$ cat config.mk
export PLATFORM = sky130hd
export DESIGN_NAME = cpu_move_picker
export DESIGN_NICKNAME = d
export VERILOG_FILES = /design/src/rtl/cpu_move_picker.sv
export SDC_FILE = /design/constraint.sdc
export NUM_CORES = 1
export LEC_CHECK = 0
export CAP_MARGIN = 10
export CORE_ASPECT_RATIO = 1.1
export CORE_MARGIN = 2
export CORE_UTILIZATION = 53
export DETAILED_ROUTE_END_ITERATION = 10
export MAX_ROUTING_LAYER = met4
export PLACE_DENSITY = 0.82
export RECOVER_POWER = 25
export SKIP_LAST_GASP = 1
export SYNTH_ARGS = -nofsm -noshare
export SYNTH_HDL_FRONTEND = slang
export SYNTH_SLANG_ARGS = --single-unit
$ cat constraint.sdc
create_clock -name clk -period 4.55 [get_ports clk]
set_clock_uncertainty 0.15 [all_clocks]
set_input_delay 0.91 -clock clk [delete_from_list [all_inputs] [get_ports clk]]
set_output_delay 0.91 -clock clk [all_outputs]
set_load 0.1 [all_outputs]
$ cat src/rtl/cpu_move_picker.sv
// Computer move picker for a 3x3 board: random (row, col) attempts from the
// LFSR stream, then a deterministic linear scan, reporting no_move on a full board.
module cpu_move_picker #(
  parameter int unsigned MAX_TRIES = 8
) (
  input  logic       clk,
  input  logic       rst,
  input  logic       start,
  input  logic [1:0] random,
  input  logic [8:0] occupied,
  output logic       busy,
  output logic       done,
  output logic [1:0] move_row,
  output logic [1:0] move_col,
  output logic [3:0] move_idx,
  output logic       no_move,
  output logic [3:0] tries
);

  typedef enum logic [2:0] {
    S_IDLE,
    S_ROW,
    S_COL,
    S_CHECK,
    S_SCAN,
    S_DONE
  } state_t;

  localparam logic [3:0] MAX_TRIES_4 = 4'(MAX_TRIES);
  localparam logic [8:0] FULL_BOARD  = 9'h1FF;

  state_t     state;
  state_t     state_next;
  logic [1:0] row_reg;
  logic [1:0] col_reg;
  logic [3:0] scan_idx;
  logic [3:0] check_idx;
  logic [3:0] tries_inc;
  logic       check_free;
  logic       scan_free;

  // The LFSR never produces 0, but a stray 0 is folded onto index 1.
  function automatic logic [1:0] sanitize(input logic [1:0] r);
    return (r == 2'd0) ? 2'd1 : r;
  endfunction

  function automatic logic [1:0] idx_row(input logic [3:0] i);
    case (i)
      4'd0, 4'd1, 4'd2: idx_row = 2'd1;
      4'd3, 4'd4, 4'd5: idx_row = 2'd2;
      default:          idx_row = 2'd3;
    endcase
  endfunction

  function automatic logic [1:0] idx_col(input logic [3:0] i);
    case (i)
      4'd0, 4'd3, 4'd6: idx_col = 2'd1;
      4'd1, 4'd4, 4'd7: idx_col = 2'd2;
      default:          idx_col = 2'd3;
    endcase
  endfunction

  assign check_idx  = ({2'b00, row_reg} - 4'd1) * 4'd3 + ({2'b00, col_reg} - 4'd1);
  assign tries_inc  = tries + 4'd1;
  assign check_free = ~occupied[check_idx];
  assign scan_free  = ~occupied[scan_idx];

  assign busy = (state == S_ROW) || (state == S_COL) ||
                (state == S_CHECK) || (state == S_SCAN);
  assign done = (state == S_DONE);

  // NOTE: state_next gets a default before the case so no path leaves it
  // unassigned; an incomplete assignment in always_comb would infer a latch.
  always_comb begin
    state_next = state;
    case (state)
      S_IDLE:  if (start) state_next = (occupied == FULL_BOARD) ? S_DONE : S_ROW;
      S_ROW:   state_next = S_COL;
      S_COL:   state_next = S_CHECK;
      S_CHECK: begin
        if (check_free)                  state_next = S_DONE;
        else if (tries_inc == MAX_TRIES_4) state_next = S_SCAN;
        else                             state_next = S_ROW;
      end
      S_SCAN:  if (scan_free || scan_idx == 4'd8) state_next = S_DONE;
      S_DONE:  state_next = S_IDLE;
      default: state_next = S_IDLE;
    endcase
  end

  // NOTE: all sequential state uses non-blocking assignments so every register
  // samples pre-edge values, independent of statement order.
  always_ff @(posedge clk) begin
    if (rst) state <= S_IDLE;
    else     state <= state_next;
  end

  always_ff @(posedge clk) begin
    if (rst) begin
      row_reg  <= 2'd0;
      col_reg  <= 2'd0;
      scan_idx <= 4'd0;
      move_row <= 2'd0;
      move_col <= 2'd0;
      move_idx <= 4'd0;
      no_move  <= 1'b0;
      tries    <= 4'd0;
    end else begin
      case (state)
        S_IDLE: begin
          if (start) begin
            if (occupied == FULL_BOARD) begin
              no_move <= 1'b1;
            end else begin
              no_move <= 1'b0;
              tries   <= 4'd0;
            end
          end
        end
        S_ROW: row_reg <= sanitize(random);
        S_COL: col_reg <= sanitize(random);
        S_CHECK: begin
          if (check_free) begin
            move_row <= row_reg;
            move_col <= col_reg;
            move_idx <= check_idx;
          end else begin
            tries    <= tries_inc;
            scan_idx <= 4'd0;
          end
        end
        S_SCAN: begin
          if (scan_free) begin
            move_idx <= scan_idx;
            move_row <= idx_row(scan_idx);
            move_col <= idx_col(scan_idx);
          end else if (scan_idx == 4'd8) begin
            no_move <= 1'b1;
          end else begin
            scan_idx <= scan_idx + 4'd1;
          end
        end
        default: ;
      endcase
    end
  end

endmodule

==> summary.md, run 1 <==
| Metric | Value |
|---|---|
| HPWL Detailed | 2.87 mm |
| Cells after synthesis | 211 |
| Failing checks | DRC |
| Global-route wire length before repair | 6.46 mm |
| Biggest regs | move_idx (4), scan_idx (4), tries (4) |
| Post-synth EDFFs | 0 |
| Critical Path AT | 3.80 ns |
| Clock buffers created by TritonCTS | 3 |
| Port Buf Inserts | 28 |
| Largest area contributor in the synthesized netlist | dfxtp_1 |
| Synthesized Nets | 237 |
| 1st-pass router iterations | 7 |
| Clock transition at path regs | 0.13 ns |
| Critical-path maximum fanout | 14 |
| Fmax | 0.269 GHz |
| Clk Latency, worst-skew pair | 0.32 ns |
| Top-area cell type share of the netlist area | 27.5% |
| GR Util All Layers | 22.4% |
| Core area | 0.00310 mm2 |
| Grt ovf | 0 |
| Count of final hold-check violations | 0 |
| Sinks on Clock Net | 24 |
| WHS | 0.315 ns |
| Die area | 0.00377 mm2 |
| Clock Root Buffer | clkbuf_4 |
| Critical path's largest stage delay | 0.53 ns |
| RSZ-0062 raised after global routing | no |
| Crit Path Class | flop to flop |
| Nets | 257 |
| Vias/cell | 5.88 |
| IO Count | 29 |
| CTS max path bufs | 2 |
| Worst Path Buf+Inv | 2 |
| Synth area leaders | dfxtp_1, mux2i_1, ha_1 |
| Diode count | 0 |
| DRT Wirelength | 3.78 mm |
| GPL Wtd Cong | 0.975 |
| Crit-path slowest cell | fa_1 |
| Worst Max-Slew Pin Slew | 0.970 ns |
| Vias in the first global route | 1,404 |
| Final Setup Violations | 0 |
| YS warnings | 0 |
| Syn Std Cell Area | 0.00174 mm2 |
| Max-slew violations | 0 |
| Cts repair resizes | 0 |
| DR iter-0 viols | 51 |
| Post-synthesis register bit count | 24 |
| Reg area | 480 um2 |
| Outcome | complete, but fails checks |
| Initial antenna violation count | 0 |
| Cell area power density | 450 mW/mm2 |
| Max-slew headroom | 35.1% |
| Post-CTS Hold Fix Bufs | 0 |
| CTS tree | yes |
| Sum Neg Setup Slack | 0 ns |
| Post-synth cell types | 46 |
| Sequential share of the synthesized area | 27.5% |
| Final ANT Viol Nets | 0 |
| Final Critical Period | 3.72 ns |
| CP Cell Sequence | inv_1 > ha_1 > xnor2_1 > xnor2_1 > ha_1 > inv_1 > fa_1 > or4bb_1 > mux2_4 > a32oi_4 > mux2_4 |
| Max_cap viols | 0 |
| Most common flop cell mapped by yosys | dfxtp_1 |
| Area grow syn2layout | 16.7% |
| VDD IR max | 0.357 mV |
| FFs w/ async S/R, synth | 0% |
| Startpoint Class | flop |
| H-tree levels | 1 |
| Hold Path Class | flop to flop |
| Leading cell types by count after synthesis | dfxtp_1, nand2_1, mux2i_1, nor2_1 |
| Critical Path RT | 4.63 ns |
| Period utilization | 81.7% |
| Cell family with most CP delay | adder cells |
| Share of cells above drive strength 1 | 5.24% |
| Fillers | 279 |
| Die height | 64.2 um |
| Crit path capture type | flop |
| Drt drc | 2 |
| Routed via count | 1,546 |
| Starting Density | 56.3% |
| Num rows | 21 |
| WL/cell | 14.4 um |
| Pin count of the biggest net entering global routing | 23 |
| Leak | 0.766 nW |
| # Post-CTS Setup Buffers | 0 |
| Syn Area/Cell | 8.27 um2 |
| Die Wd | 58.7 um |
| Multi-input logic area | 0.00116 mm2 |
[final timing paths]
path	from	to	slack, ns	cells after the start
hold / removal	move_col[1]$_SDFFE_PP0P_	move_col[1]$_SDFFE_PP0P_	0.32	2
setup reg to reg	col_reg[0]$_SDFFE_PP0P_	move_idx[0]$_SDFFE_PP0P_	0.83	11
hold reg to reg	move_col[1]$_SDFFE_PP0P_	move_col[1]$_SDFFE_PP0P_	0.32	2
setup / recovery	col_reg[0]$_SDFFE_PP0P_	move_idx[0]$_SDFFE_PP0P_	0.83	11
[final cells by class]
type | count | area share, %
Clock buffer | 3 | 1.11
Inverter | 12 | 2.21
Multi-Input combinational cell | 161 | 56.9
Sequential cell | 24 | 23.6
Tap cell | 34 | 2.09
Timing Repair Buffer | 29 | 14.1
[cells by family (layout without fill, tap and decap cells)]
family          after synthesis  in the layout  share of synthesized area (%)
simple gates                 78             78                           23.1
flops                        24             24                           27.5
fa+ha+maj                    12             12                           9.04
buf+inv                      26             44                           6.10
compound gates               45             45                           18.2
mux                          19             19                           12.5
xor+xnor                      7              7                           3.52
[per-stage QoR]
step / area [um2] / util, % / std cells / power, mW / setup WS, ns
6_report: 2040 / 65.7 / 263 / 0.916 / 0.831
5_1_grt: 2040 / 65.7 / 263 / 0.981 / 0.659
3_5_place_dp: 2010 / 64.9 / 260 / 0.818 / 0.850
4_1_cts: 2040 / 65.7 / 263 / 0.913 / 0.839
3_3_place_gp: 2010 / 64.9 / 260 / 0.806 / 0.948
2_1_floorplan: 1740 / - / 211 / 0.720 / 0.601
[cells in the final DEF (no fill, tap or decap), drive strengths merged, types with 4 or more instances in the layout]
master	netlist	final
nand2	24	24
dfxtp	24	24
clkdlybuf4s50	0	23
nor2	15	15
mux2i	15	15
inv	12	12
a21oi	11	11
ha	11	11
o21ai	10	10
o211ai	8	8
nor3	7	7
xnor2	6	6
dlygate4sd3	0	5
nand3	4	4
nand2b	4	4
nor2b	4	4
[report_power, final]
group / internal (mW) / switching, mW
Combinational: 0.220 / 0.344
Clock: 0.0310 / 0.0654
Sequential: 0.231 / 0.0243
Total: 0.483 / 0.434
[worst min-delay path, stage by stage, from the launching register on]
cell and delay (ns):
dfxtp_1 0.33, nand2_1 0.05, mux2i_1 0.05
[routing by layer]
| layer | vias up | share of wire (%) | GRT usage [%] |
|---|---|---|---|
| li1 | 786 | - | - |
| met1 | 702 | 49 | 30.4 |
| met2 | 50 | 44 | 34.0 |
| met3 | 8 | 4.3 | 3.44 |
| met4 | 0 | 2.0 | 7.10 |
| met5 | - | 0 | - |
(Power assumes the default switching activity.)
==> run 2, diff against run 1 <==
- CORE_UTILIZATION: 53 -> 48
- PLACE_DENSITY: 0.82 -> 0.78
- clock period: 4.55 -> 3.4 ns (I/O delays scaled with it)
==> summary.md, run 2 (synthesis gave the netlist of run 1 again) <==
| Metric | Value |
|---|---|
| H-tree levels | 1 (unchanged) |
| Crit Path Class | flop to flop |
| GR Util All Layers | 22.8% (+0.46 points) |
| Vias/cell | 5.75 (-2.2%) |
| Period utilization | 98.9% (+17 points) |
| Die area | 0.00413 mm2 (+9.7%) |
| CTS tree | yes |
| WL/cell | 15.7 um (+9.3%) |
| Commonest cells after routing, fill and taps aside | nand2_1, buf_4, dfxtp_1 |
| GPL Wtd Cong | 0.886 (-9.1%) |
| Initial antenna violation count | 0 (unchanged) |
| Max_cap viols | 0 (unchanged) |
| Pin count of the biggest net entering global routing | 23 (unchanged) |
| Drt drc | 0 (-2) |
| Routed via count | 1,667 (+7.8%) |
| Die Wd | 61.5 um (+4.7%) |
| Num rows | 22 (+4.8%) |
| Critical Path RT | 3.52 ns (-1.11 ns) |
| Worst Max-Slew Pin Slew | 1.17 ns (+0.202 ns) |
| Startpoint Class | flop |
| Port Buf Inserts | 28 (unchanged) |
| Hold Path Class | flop to flop |
| Core area | 0.00341 mm2 (+10%) |
| 1st-pass router iterations | 4 (-3) |
| Clock buffers created by TritonCTS | 3 (unchanged) |
| Critical-path maximum fanout | 5 (-9) |
| Fillers | 320 (+15%) |
| Max-slew headroom | 22.2% (-13 points) |
| Share of cells above drive strength 1 | 22.3% (+17 points) |
| Finished Core Util | 64.2% (-1.4 points) |
| Crit path capture type | flop |
| Critical Path AT | 3.49 ns (-0.31 ns) |
| Final Setup Violations | 0 (unchanged) |
| Area after DPL | 0.00206 mm2 (+2.5%) |
| Nets | 269 (+4.7%) |
| Starting Density | 51.1% (-5.2 points) |
| Reg area | 485 um2 (+1.0%) |
| RSZ-0062 raised after global routing | yes |
| Sum Neg Setup Slack | 0 ns (unchanged) |
| DR iter-0 viols | 64 (+25%) |
| Area grow syn2layout | 25.7% |
| Clk Latency, worst-skew pair | 0.33 ns (about the same) |
| IO Count | 29 (unchanged) |
| Final Critical Period | 3.36 ns (-0.357 ns) |
| CTS max path bufs | 2 (unchanged) |
| HPWL Detailed | 3.18 mm (+11%) |
| Final cell area excluding filler cells | 0.00219 mm2 (+7.7%) |
| Leak | 0.859 nW (+12%) |
| Multi-input logic area | 0.00122 mm2 (+5.4%) |
| Final ANT Viol Nets | 0 (unchanged) |
| Vias in the first global route | 1,524 (+8.5%) |
| VDD IR max | 0.523 mV (+46%) |
| Clock Root Buffer | clkbuf_4 |
| Sinks on Clock Net | 24 (unchanged) |
| Global-route wire length before repair | 6.89 mm (+6.6%) |
| Max-slew violations | 0 (unchanged) |
| Outcome | completed |
| DRT Wirelength | 4.56 mm (+21%) |
| Fmax | 0.297 GHz (+11%) |
| Clock transition at path regs | 0.14 ns (about the same) |
| WHS | 0.318 ns (+0.00257 ns) |
| Count of final hold-check violations | 0 (unchanged) |
| Diode count | 0 (unchanged) |
| Cell area power density | 730 mW/mm2 (+62%) |
| Die height | 67.2 um (+4.8%) |
| Grt ovf | 0 (unchanged) |
| Biggest regs | move_idx (4), scan_idx (4), tries (4) |
==> run 2: final timing paths <==
| check | start | endpoint | slack, ns | cells past startpoint |
|---|---|---|---|---|
| worst min register to register | move_col[1]$_SDFFE_PP0P_ | move_col[1]$_SDFFE_PP0P_ | 0.32 | 2 |
| worst max-delay path | row_reg[0]$_SDFFE_PP0P_ | tries[2]$_SDFFE_PP0P_ | 0.04 | 11 |
| worst max register to register | row_reg[0]$_SDFFE_PP0P_ | tries[2]$_SDFFE_PP0P_ | 0.04 | 11 |
| worst min-delay path | move_col[1]$_SDFFE_PP0P_ | move_col[1]$_SDFFE_PP0P_ | 0.32 | 2 |
==> run 2: stage by stage <==
step	cells	power (mW)	worst slack [ns]
finish	290	1.60	0.0376
global route	290	1.68	-0.103
global placement	278	1.15	0.0947
CTS	285	1.45	0.00325
floorplan	211	0.994	0.0733
detailed placement	278	1.17	-0.00696
==> run 2: layout make-up <==
cell class / count / share of cell area, %
Sequential cell: 24 / 22.1
Clock inverter: 1 / 1.37
Inverter: 12 / 2.05
Clock buffer: 3 / 1.03
Timing Repair Buffer: 40 / 15.0
Tap cell: 48 / 2.74
Multi-Input combinational cell: 162 / 55.7
==> run 2: critical path: stages (launching register included) <==
cell and delay [ns]:
dfxtp_2 0.36, inv_2 0.05, ha_4 0.23, xnor2_2 0.15, xnor2_1 0.14, ha_2 0.20
inv_2 0.04, fa_1 0.53, or4bb_4 0.49, mux2_4 0.33, or4_1 0.47, a31oi_1 0.16
==> run 2: layer usage <==
layer | up-vias | track usage [%] | routed length [um]
li1 | 819 | - | -
met1 | 773 | 27.7 | 2020
met2 | 61 | 39.4 | 2210
met3 | 14 | 2.49 | 211
met4 | 0 | 6.91 | 112
met5 | - | - | 0
==> run 2: report_power, final <==
part	switching [mW]	leakage, nW	internal [mW]	total, mW
clock	0.0952	0.0279	0.119	0.215
combinational	0.569	0.635	0.470	1.04
sequential	0.0360	0.196	0.311	0.347
==> run 2: timing repair <==
item | in CTS | in global routing
endpoints found under the setup margin | 7 | 15
setup buffers | 3 | 4
cloned | 0 | 1
hold buffers | 0 | 0
pin swaps | 0 | 7
resized for setup | 1 | 9
==> run 3, diff against run 2 <==
- PLACE_DENSITY: 0.78 -> not set
- PLACE_DENSITY_LB_ADDON: not set -> 0.15
==> summary.md, run 3 (synthesis gave the netlist of run 1 again) <==
| Metric | Value |
|---|---|
| Final Critical Period | 3.33 ns (-0.0281 ns) |
| Worst Path Buf+Inv | 3 (+1) |
| Crit Path Class | flop to flop |
| DRT Wirelength | 4.45 mm (-2.2%) |
| Die Wd | 61.5 um (unchanged) |
| Initial antenna violation count | 0 (unchanged) |
| Drt drc | 0 (unchanged) |
| Cell family with most CP delay | adder cells |
| Critical path's largest stage delay | 0.53 ns (about the same) |
| Overall power | 1.47 mW (-8.4%) |
| Fmax | 0.300 GHz (+0.84%) |
| Area grow syn2layout | 23.3% |
| Hold Path Class | flop to flop |
| Period utilization | 98.1% (-0.83 points) |
| Die height | 67.2 um (unchanged) |
| Cell area power density | 682 mW/mm2 (-6.7%) |
| Crit path capture type | flop |
| Biggest regs | move_idx (4), scan_idx (4), tries (4) |
| Area after DPL | 0.00206 mm2 (unchanged) |
| Max-slew headroom | 22.5% (+0.27 points) |
| DR iter-0 viols | 60 (-6.3%) |
| Count of final hold-check violations | 0 (unchanged) |
| Sum Neg Setup Slack | 0 ns (unchanged) |
| Port Buf Inserts | 28 (unchanged) |
| Startpoint Class | flop |
| IO Count | 29 (unchanged) |
| Vias in the first global route | 1,652 (+8.4%) |
| Final Setup Violations | 0 (unchanged) |
| VDD IR max | 0.341 mV (-35%) |
| Max-slew violations | 0 (unchanged) |
| Num rows | 22 (unchanged) |
| Worst min-delay path startpoint | move_col[0]$_SDFFE_PP0P_ |
| Crit-path slowest cell | fa_1 |
| Grt ovf | 0 (unchanged) |
| WL/cell | 15.6 um (-0.85%) |
| Global-route wire length before repair | 7.27 mm (+5.6%) |
| Clock Root Buffer | clkbuf_4 |
| Commonest cells after routing, fill and taps aside | nand2_1, dfxtp_1, buf_4 |
| Max_cap viols | 0 (unchanged) |
| Critical Path AT | 3.45 ns (-0.04 ns) |
| Outcome | completed |
| Starting Density | 51.1% (unchanged) |
| RSZ-0062 raised after global routing | yes |
| Commonest non-fill, non-tap cell in the layout | nand2_1 |
| Clock buffers created by TritonCTS | 3 (unchanged) |
| H-tree levels | 1 (unchanged) |
| HPWL Detailed | 3.41 mm (+7.3%) |
| Worst R2R Start | col_reg[0]$_SDFFE_PP0P_ |
| Critical Path RT | 3.52 ns (about the same) |
| Nets | 265 (-1.5%) |
| GR Util All Layers | 24.0% (+1.2 points) |
| Worst Max-Slew Pin Slew | 1.17 ns (-0.00410 ns) |
| Final ANT Viol Nets | 0 (unchanged) |
| Critical-path maximum fanout | 6 (+1) |
| Share of cells above drive strength 1 | 20.6% (-1.7 points) |
| Clock transition at path regs | 0.15 ns (about the same) |
| CP Launch Point | col_reg[0]$_SDFFE_PP0P_ |
| CTS max path bufs | 2 (unchanged) |
| Pin count of the biggest net entering global routing | 18 (-22%) |
| GPL Wtd Cong | 0.899 (+1.5%) |
| Sinks on Clock Net | 24 (unchanged) |
| Routed via count | 1,653 (-0.84%) |
| Die area | 0.00413 mm2 (unchanged) |
| Leak | 0.828 nW (-3.6%) |
| Vias/cell | 5.78 (+0.55%) |
| Clk Latency, worst-skew pair | 0.33 ns (about the same) |
| CTS tree | yes |
| Most used cell along the critical path | inv_2 |
| Core area | 0.00341 mm2 (unchanged) |
| Diode count | 0 (unchanged) |
| CP Cell Sequence | inv_2 > ha_4 > xnor2_2 > xnor2_1 > ha_2 > inv_2 > fa_1 > or4bb_1 > mux2_4 > a32oi_4 > buf_6 > mux2i_2 |
| Final cell area excluding filler cells | 0.00215 mm2 (-1.9%) |
| 1st-pass router iterations | 4 (unchanged) |
## run 3: power breakdown
part | internal (mW) | total [mW] | leakage, nW | switching (mW)
clock network | 0.119 | 0.214 | 0.0279 | 0.0947
registers | 0.312 | 0.348 | 0.196 | 0.0365
logic | 0.396 | 0.904 | 0.604 | 0.508
## run 3: metal layers
metal	GRT usage (%)	share of wire [%]
met1	27.8	43
met5	-	0
met4	7.45	1.4
met2	43.0	50
met3	2.49	4.8
## run 3: path summary, 6_finish.rpt
check                             endpoint  slack [ns]  depth (start not counted)
setup / recovery  move_col[1]$_SDFFE_PP0P_        0.07                         12
hold / removal    move_col[0]$_SDFFE_PP0P_        0.32                          2
setup reg to reg  move_col[1]$_SDFFE_PP0P_        0.07                         12
hold reg to reg   move_col[0]$_SDFFE_PP0P_        0.32                          2
## run 3: repair_timing
item	4_1_cts	5_1_grt
resized for setup	3	7
hold buffers	0	0
endpoints found under the hold margin	0	0
buffers inserted	1	3
gates cloned	0	0
setup endpoints to repair	10	11
pin swaps	2	3
## run 3: worst min-delay path: cells and delay by family, from the launching register on
family | cells | cell delay [ns]
mux | 1 | 0.06
simple gates | 1 | 0.05
flops | 1 | 0.34
## run 3: area by class of cell
type,count,area [um2]
Clock buffer,3,22.5
Tap cell,48,60.1
Fill cell,334,1260
Timing Repair Buffer,37,303
Inverter,12,45.0
Sequential cell,24,485
Multi-Input combinational cell,161,1200
Clock inverter,1,30.0
## run 3: per-stage QoR
step | setup WS, ns | utilization [%] | hold WS [ns] | std cells
6_report | 0.0657 | 63.0 | 0.323 | 286
5_1_grt | -0.0748 | 63.0 | 0.355 | 286
3_5_place_dp | -0.0804 | 60.5 | 0.308 | 278
4_1_cts | 0.00809 | 62.4 | 0.328 | 283
2_1_floorplan | 0.0733 | - | 0.304 | 211
3_3_place_gp | 0.0552 | 60.5 | 0.299 | 278
